`src/rtl/vram_arbiter_m_pkg.sv`:
```
// VRAM address-map constants and shared arbiter types.
// Latency: n/a (declarations only).
// Backpressure: n/a.
package vram_arbiter_m_pkg;

    localparam logic [15:0] VRAM_BASE = 16'h3700;
    localparam logic [15:0] VRAM_SIZE = 16'h0900;

    localparam int ADDR_W = 12;
    localparam int DATA_W = 8;

    typedef enum logic [1:0] {
        ST_IDLE    = 2'd0,
        ST_CPU_RD  = 2'd1,
        ST_CPU_OOR = 2'd2
    } rd_state_t;

    typedef struct packed {
        logic [ADDR_W-1:0] addr;
        logic [DATA_W-1:0] data;
    } wr_entry_t;

    function automatic logic offset_in_range(input logic [ADDR_W-1:0] off, input int depth);
        return (int'(off) < depth);
    endfunction

endpackage

```
`src/rtl/vram_arbiter_m_wfifo.sv`:
```
// Posted-write FIFO for the VRAM arbiter, head entry visible combinationally.
// Latency: pushed entry becomes the head one cycle after the push.
// Backpressure: push ignored while full, pop ignored while empty.
module vram_wfifo_m #(
    parameter int DEPTH = 4,
    parameter int WIDTH = 20
) (
    input  logic             clk,
    input  logic             rst_n,
    input  logic             push,
    input  logic [WIDTH-1:0] push_dat,
    input  logic             pop,
    output logic [WIDTH-1:0] head_dat,
    output logic             full,
    output logic             empty
);

    localparam int PW = $clog2(DEPTH);
    localparam logic [PW:0] FULL_CNT = (PW+1)'(DEPTH);

    logic [WIDTH-1:0] mem [DEPTH];
    logic [PW-1:0]    wr_ptr;
    logic [PW-1:0]    rd_ptr;
    logic [PW:0]      count;
    logic             do_push;
    logic             do_pop;

    assign do_push  = push & ~full;
    assign do_pop   = pop & ~empty;
    assign full     = (count == FULL_CNT);
    assign empty    = (count == '0);
    assign head_dat = mem[rd_ptr];

    // DEPTH is a power of two, so pointers wrap by plain overflow.
    always_ff @(posedge clk or negedge rst_n) begin
        if (!rst_n) begin
            wr_ptr <= '0;
            rd_ptr <= '0;
            count  <= '0;
        end else begin
            if (do_push) wr_ptr <= wr_ptr + 1'b1;
            if (do_pop)  rd_ptr <= rd_ptr + 1'b1;
            case ({do_push, do_pop})
                2'b10:   count <= count + 1'b1;
                2'b01:   count <= count - 1'b1;
                default: count <= count;
            endcase
        end
    end

    always_ff @(posedge clk) begin
        if (do_push) mem[wr_ptr] <= push_dat;
    end

endmodule

```
`src/rtl/vram_arbiter_m.sv`:
```
// Single-port VRAM arbiter: posted CPU writes, stalled CPU reads, video fetch.
// Latency: write ack 0 cycles, read ack 1 cycle after grant, video data 1 cycle after grant.
// Backpressure: CPU held (no ack) on full FIFO or lost arbitration; denied video must hold vid_req.
module vram_arbiter_m
    import vram_arbiter_m_pkg::*;
#(
    parameter int FIFO_DEPTH   = 4,
    parameter int STARVE_LIMIT = 8,
    parameter int VRAM_DEPTH   = 2304
) (
    input  logic        clk,
    input  logic        rst_n,
    input  logic        in_vblank,
    input  logic        cpu_req,
    input  logic        cpu_we,
    input  logic [11:0] cpu_addr,
    input  logic [7:0]  cpu_wdata,
    output logic        cpu_ack,
    output logic [7:0]  cpu_rdata,
    input  logic        vid_req,
    input  logic [11:0] vid_addr,
    output logic        vid_gnt,
    output logic        vid_rvalid,
    output logic [7:0]  vid_rdata,
    output logic [11:0] vram_addr,
    output logic        vram_we,
    output logic [7:0]  vram_wdata,
    input  logic [7:0]  vram_rdata
);

    localparam int SW = $clog2(STARVE_LIMIT + 1);
    localparam logic [SW-1:0] STARVE_MAX = SW'(STARVE_LIMIT);

    rd_state_t     state;
    logic [SW-1:0] starve_cnt;
    wr_entry_t     head;
    wr_entry_t     push_ent;
    logic          fifo_full;
    logic          fifo_empty;

    logic addr_ok;
    logic wr_acc;
    logic wr_push;
    logic rd_pend;
    logic oor_rd;
    logic cpu_cand;
    logic cpu_wins;
    logic drain;
    logic rd_gnt;

    assign push_ent = '{addr: cpu_addr, data: cpu_wdata};

    vram_wfifo_m #(
        .DEPTH (FIFO_DEPTH),
        .WIDTH ($bits(wr_entry_t))
    ) u_wfifo (
        .clk      (clk),
        .rst_n    (rst_n),
        .push     (wr_push),
        .push_dat (push_ent),
        .pop      (drain),
        .head_dat (head),
        .full     (fifo_full),
        .empty    (fifo_empty)
    );

    // Out-of-range writes are acknowledged even when full: they never occupy an entry.
    assign addr_ok = offset_in_range(cpu_addr, VRAM_DEPTH);
    assign wr_acc  = cpu_req & cpu_we & (~addr_ok | ~fifo_full);
    assign wr_push = cpu_req & cpu_we & addr_ok & ~fifo_full;

    // Reads wait for an empty FIFO so they always observe earlier posted writes.
    assign rd_pend = cpu_req & ~cpu_we & addr_ok & fifo_empty & (state == ST_IDLE);
    assign oor_rd  = cpu_req & ~cpu_we & ~addr_ok & (state == ST_IDLE);

    assign cpu_cand = ~fifo_empty | rd_pend;
    assign cpu_wins = cpu_cand & (in_vblank | ~vid_req | (starve_cnt == STARVE_MAX));
    assign drain    = cpu_wins & ~fifo_empty;
    assign rd_gnt   = cpu_wins & fifo_empty;
    assign vid_gnt  = vid_req & ~cpu_wins;

    always_comb begin
        vram_addr  = '0;
        vram_we    = 1'b0;
        vram_wdata = '0;
        if (drain) begin
            vram_addr  = head.addr;
            vram_we    = 1'b1;
            vram_wdata = head.data;
        end else if (rd_gnt) begin
            vram_addr = cpu_addr;
        end else if (vid_gnt) begin
            vram_addr = vid_addr;
        end
    end

    always_ff @(posedge clk or negedge rst_n) begin
        if (!rst_n) begin
            state      <= ST_IDLE;
            starve_cnt <= '0;
            vid_rvalid <= 1'b0;
        end else begin
            vid_rvalid <= vid_gnt;

            if (cpu_wins) begin
                starve_cnt <= '0;
            end else if (cpu_cand && (starve_cnt != STARVE_MAX)) begin
                starve_cnt <= starve_cnt + 1'b1;
            end

            case (state)
                ST_IDLE: begin
                    if (rd_gnt) begin
                        state <= ST_CPU_RD;
                    end else if (oor_rd) begin
                        state <= ST_CPU_OOR;
                    end
                end
                default: state <= ST_IDLE;
            endcase
        end
    end

    assign cpu_ack   = wr_acc | (state != ST_IDLE);
    assign cpu_rdata = (state == ST_CPU_RD) ? vram_rdata : 8'h00;
    assign vid_rdata = vid_rvalid ? vram_rdata : 8'h00;

endmodule

```
`config.mk`:
```
export PLATFORM = sky130hd
export DESIGN_NAME = vram_arbiter_m
export DESIGN_NICKNAME = d
export VERILOG_FILES = /design/src/rtl/vram_arbiter_m_pkg.sv /design/src/rtl/vram_arbiter_m_wfifo.sv /design/src/rtl/vram_arbiter_m.sv
export SDC_FILE = /design/constraint.sdc
export NUM_CORES = 1
export LEC_CHECK = 0
export BUFFER_PORTS_ARGS = -buffer_cell sky130_fd_sc_hd__buf_2
export CAP_MARGIN = 20
export CORE_UTILIZATION = 54
export DETAILED_ROUTE_END_ITERATION = 6
export PLACE_DENSITY = 0.82
export SYNTH_ARGS = -nofsm -noshare
export SYNTH_HDL_FRONTEND = slang
export SYNTH_SLANG_ARGS = --single-unit
```
`constraint.sdc`:
```
create_clock -name clk -period 2.8 [get_ports clk]
set_input_delay 0.14 -clock clk [delete_from_list [all_inputs] [get_ports clk]]
set_output_delay 0.14 -clock clk [all_outputs]
set_load 0.02 [all_outputs]
```
==> reports/results.tsv <==
stage	metric	value	unit
run_status	status	complete, no violations	
min_path	whs_endpoint	u_wfifo.mem[0][13]	
sta	setup_violations	0	
route	vias_per_cell	5.480	
synth	synth_seq_cells	94	
min_path	worst_hold_path.num_cells	1	
setup_path	worst_setup_path_start_kind	register	
route	vias	2455	
synth	synth_area_per_cell	17.06	µm²
route	drc	0	
synth	ys_warn_count	0	
setup_path	ff2ff_setup_slack	0.62	ns
cells_and_area	nFillCells	521	
global_routing	antenna_found_initial	0	
global_routing	grtUsageTotal	0.2176	
placement	gp_congestion	0.8074	
setup_path	r2r-start	starve_cnt[0]	
pwr	swShare	0.3431	
global_routing	grt_max_degree	22	
global_routing	grt_pass1_vias	2496	
clock_network	path_clk_slew	0.09	ns
sta	slew-limit-headroom	0.5802	
route	drt-total-wl	7.929	mm
synth	async_flop_share	0.1489	
floorplan	ioPinCount	86	
synth	synth_cell_types	39	
clock_network	htree_levels	3	
floorplan	core.rowCount	31	
sta	drv_slew	0	
global_routing	overflow	0	
setup_path	crit_fanout	12	
placement	dp_hpwl	5.309	mm
pwr	p_sw	1.423	mW
sta	rsz0062_at_grt	false	
synth	syn_nets	294	
cells_and_area	drive_above_1_share	0.3840	
route	antenna_left	0	
sta	tightest_slew	0.6297	ns
clock_network	cts_setup_buffers	0	
sta	finalHoldWorstSlack	0.01794	ns
floorplan	core_area	7292	µm²
setup_path	arrival	2.48	ns
pwr	cellPowerDensity	842.9	nW/µm²
floorplan	die_area	7936	µm²
placement	port_buffers	85	
pwr	p_int	2.725	mW
floorplan	start_util	0.5616	
setup_path	end_kind	output pin	
pwr	clkPwrFrac	0.193	
clock_network	cts_tree	done	
pwr	ir_drop	0.4154	mV
route	wl_per_cell	17.70	µm
sta	finalCritPeriodShare	0.9353	
sta	fin_crit	2.619	ns
sta	hold_viol	0	
clock_network	numCtsBuffers	9	
synth	synth_edf_count	80	
clock_network	cts_root_buf	clkbuf_8	
pwr	combPwrFrac	0.379	
pwr	leakagePower	1.924	nW
synth	synth_area	4095	µm²
min_path	hold_class	input pin to register	
setup_path	reg2reg_depth	11	
route	drt-pass1-iter-count	5	
cells_and_area	diodes	0	
floorplan	die_y	89.09	µm
min_path	min_from	cpu_addr[5]	
route	drt-initial-drc-count	155	
sta	clock_skew	0.01028	ns
floorplan	die_w	89.09	µm
pwr	p_seq_frac	0.428	
sta	tns	0	ns
synth	synthFlopType	edfxtp_1	
synth	ys_seq_area_frac	0.6722	
setup_path	r2r_end	u_wfifo.count[2]	
clock_network	clk_path_buf_depth	2	
sta	fmax	0.3818	GHz
cells_and_area	syn_to_final_growth	20.16	%
synth	synthCells	240	
clock_network	clock-sinks	94	
global_routing	grt_pass1_wl	12.19	mm
setup_path	critPathRequiredTime	2.66	ns
job	cap_violations	0	
clock_network	clock_latency	0.35	ns
setup_path	path_class	register to output pin	
cells_and_area	nets	398	
[flip-flops by register name, summed over array words and instances (netlist names)]
register / flops
starve_cnt: 4
state: 2
u_wfifo.count: 3
u_wfifo.mem: 80
u_wfifo.rd_ptr: 2
u_wfifo.wr_ptr: 2
vid_rvalid: 1
[cells in the final DEF (no fill, tap or decap), types with 2 or more instances in the layout]
| cell type | instances |
|---|---|
| a221o_1 | 11 |
| and2_1 | 20 |
| buf_2 | 85 |
| buf_4 | 8 |
| clkbuf_8 | 9 |
| dfrtp_1 | 14 |
| dlygate4sd3_1 | 9 |
| edfxtp_1 | 80 |
| ha_1 | 7 |
| inv_1 | 10 |
| inv_6 | 2 |
| mux4_2 | 20 |
| nand2_1 | 5 |
| nand2b_1 | 3 |
| nand3_1 | 3 |
| nor2_1 | 5 |
| nor2b_1 | 19 |
| o21ai_0 | 6 |
| o2bb2ai_1 | 2 |
| xnor2_1 | 4 |
| xor2_1 | 2 |
[cell type report]
| class | count | area [µm²] | share of cell area |
|---|---|---|---|
| inverter | 10 | 37.54 | 0.007628 |
| timing repair buffer | 102 | 575.6 | 0.1170 |
| clock inverter | 6 | 45.04 | 0.009153 |
| tap | 99 | 123.9 | 0.02517 |
| clock buffer | 10 | 127.6 | 0.02593 |
| sequential | 94 | 2753 | 0.5594 |
| multi-input combinational | 127 | 1259 | 0.2558 |
[power groups by stage]
| stage | registers, mW | clock network [mW] | logic, mW |
|---|---|---|---|
| 3_5_place_dp | 1.81 | 0 | 1.57 |
| 3_3_place_gp | 1.80 | 0 | 1.52 |
| 4_1_cts | 1.78 | 0.820 | 1.59 |
| 2_1_floorplan | 1.76 | 0 | 1.17 |
| 6_report | 1.78 | 0.801 | 1.57 |
| 5_1_grt | 1.80 | 0.873 | 1.72 |
[logic make-up after synthesis]
group,synth area share
flops,0.6722
simple gates,0.09594
compound gates,0.06020
mux,0.1100
buf+inv,0.02261
fa+ha+maj,0.02627
xor+xnor,0.01283
[timing repair]
| action | 4_1_cts | 5_1_grt |
|---|---|---|
| hold buffers | 9 | 0 |
| endpoints found under the hold margin | 42 | 0 |
| resized for setup | 0 | 2 |
| setup endpoints to repair | 0 | 11 |
[cells in the mapped netlist, types with 4 or more instances]
master / instances / share of area
a221o_1: 11 / 0.027
and2_1: 20 / 0.031
dfrtp_1: 14 / 0.086
edfxtp_1: 80 / 0.59
ha_1: 7 / 0.021
inv_1: 10 / 0.0092
mux4_2: 20 / 0.11
nand2_1: 5 / 0.0046
nor2_1: 5 / 0.0046
nor2b_1: 19 / 0.029
o21ai_0: 6 / 0.0073
xnor2_1: 4 / 0.0086
[per-stage QoR]
step | instances | power [mW] | cell area, µm² | util | worst slack, ns
6_report | 448 | 4.148 | 4921 | 0.6748 | 0.1811
5_1_grt | 448 | 4.391 | 4921 | 0.6748 | 0.06964
4_1_cts | 448 | 4.182 | 4912 | 0.6736 | 0.1002
3_5_place_dp | 423 | 3.374 | 4649 | 0.6376 | 0.5016
3_3_place_gp | 423 | 3.320 | 4649 | 0.6376 | 0.6314
2_1_floorplan | 240 | 2.933 | 4095 | - | 0.3105
[how the worst max path moves through the flow]
| stage | startpoint | end | slack, ns | cells after the start |
|---|---|---|---|---|
| 2_1_floorplan | starve_cnt[0] | u_wfifo.count[2] | 0.31 | 13 |
| 3_3_place_gp | starve_cnt[0] | vram_addr[5] | 0.63 | 7 |
| 3_5_place_dp | starve_cnt[0] | vram_addr[1] | 0.50 | 7 |
| 4_1_cts | starve_cnt[0] | vram_addr[1] | 0.10 | 7 |
| 5_1_grt | starve_cnt[0] | vram_addr[11] | 0.07 | 7 |
| 6_report | starve_cnt[0] | vram_addr[8] | 0.18 | 7 |
[per-layer routing]
metal,wire (µm),track usage,vias up
met5,0,0,-
met4,77,0.06205,0
met3,357,0.05633,6
met2,4006,0.3775,78
met1,3488,0.2729,1240
li1,-,-,1131
[worst max-delay path, stage by stage (launching register included)]
cell	delay, ns
dfrtp_1	0.38
inv_1	0.08
ha_1	0.20
and3b_1	0.22
or2_0	0.35
and3_2	0.36
a221o_1	0.38
buf_2	0.16
No activity file was read; power rests on OpenSTA's default activity.
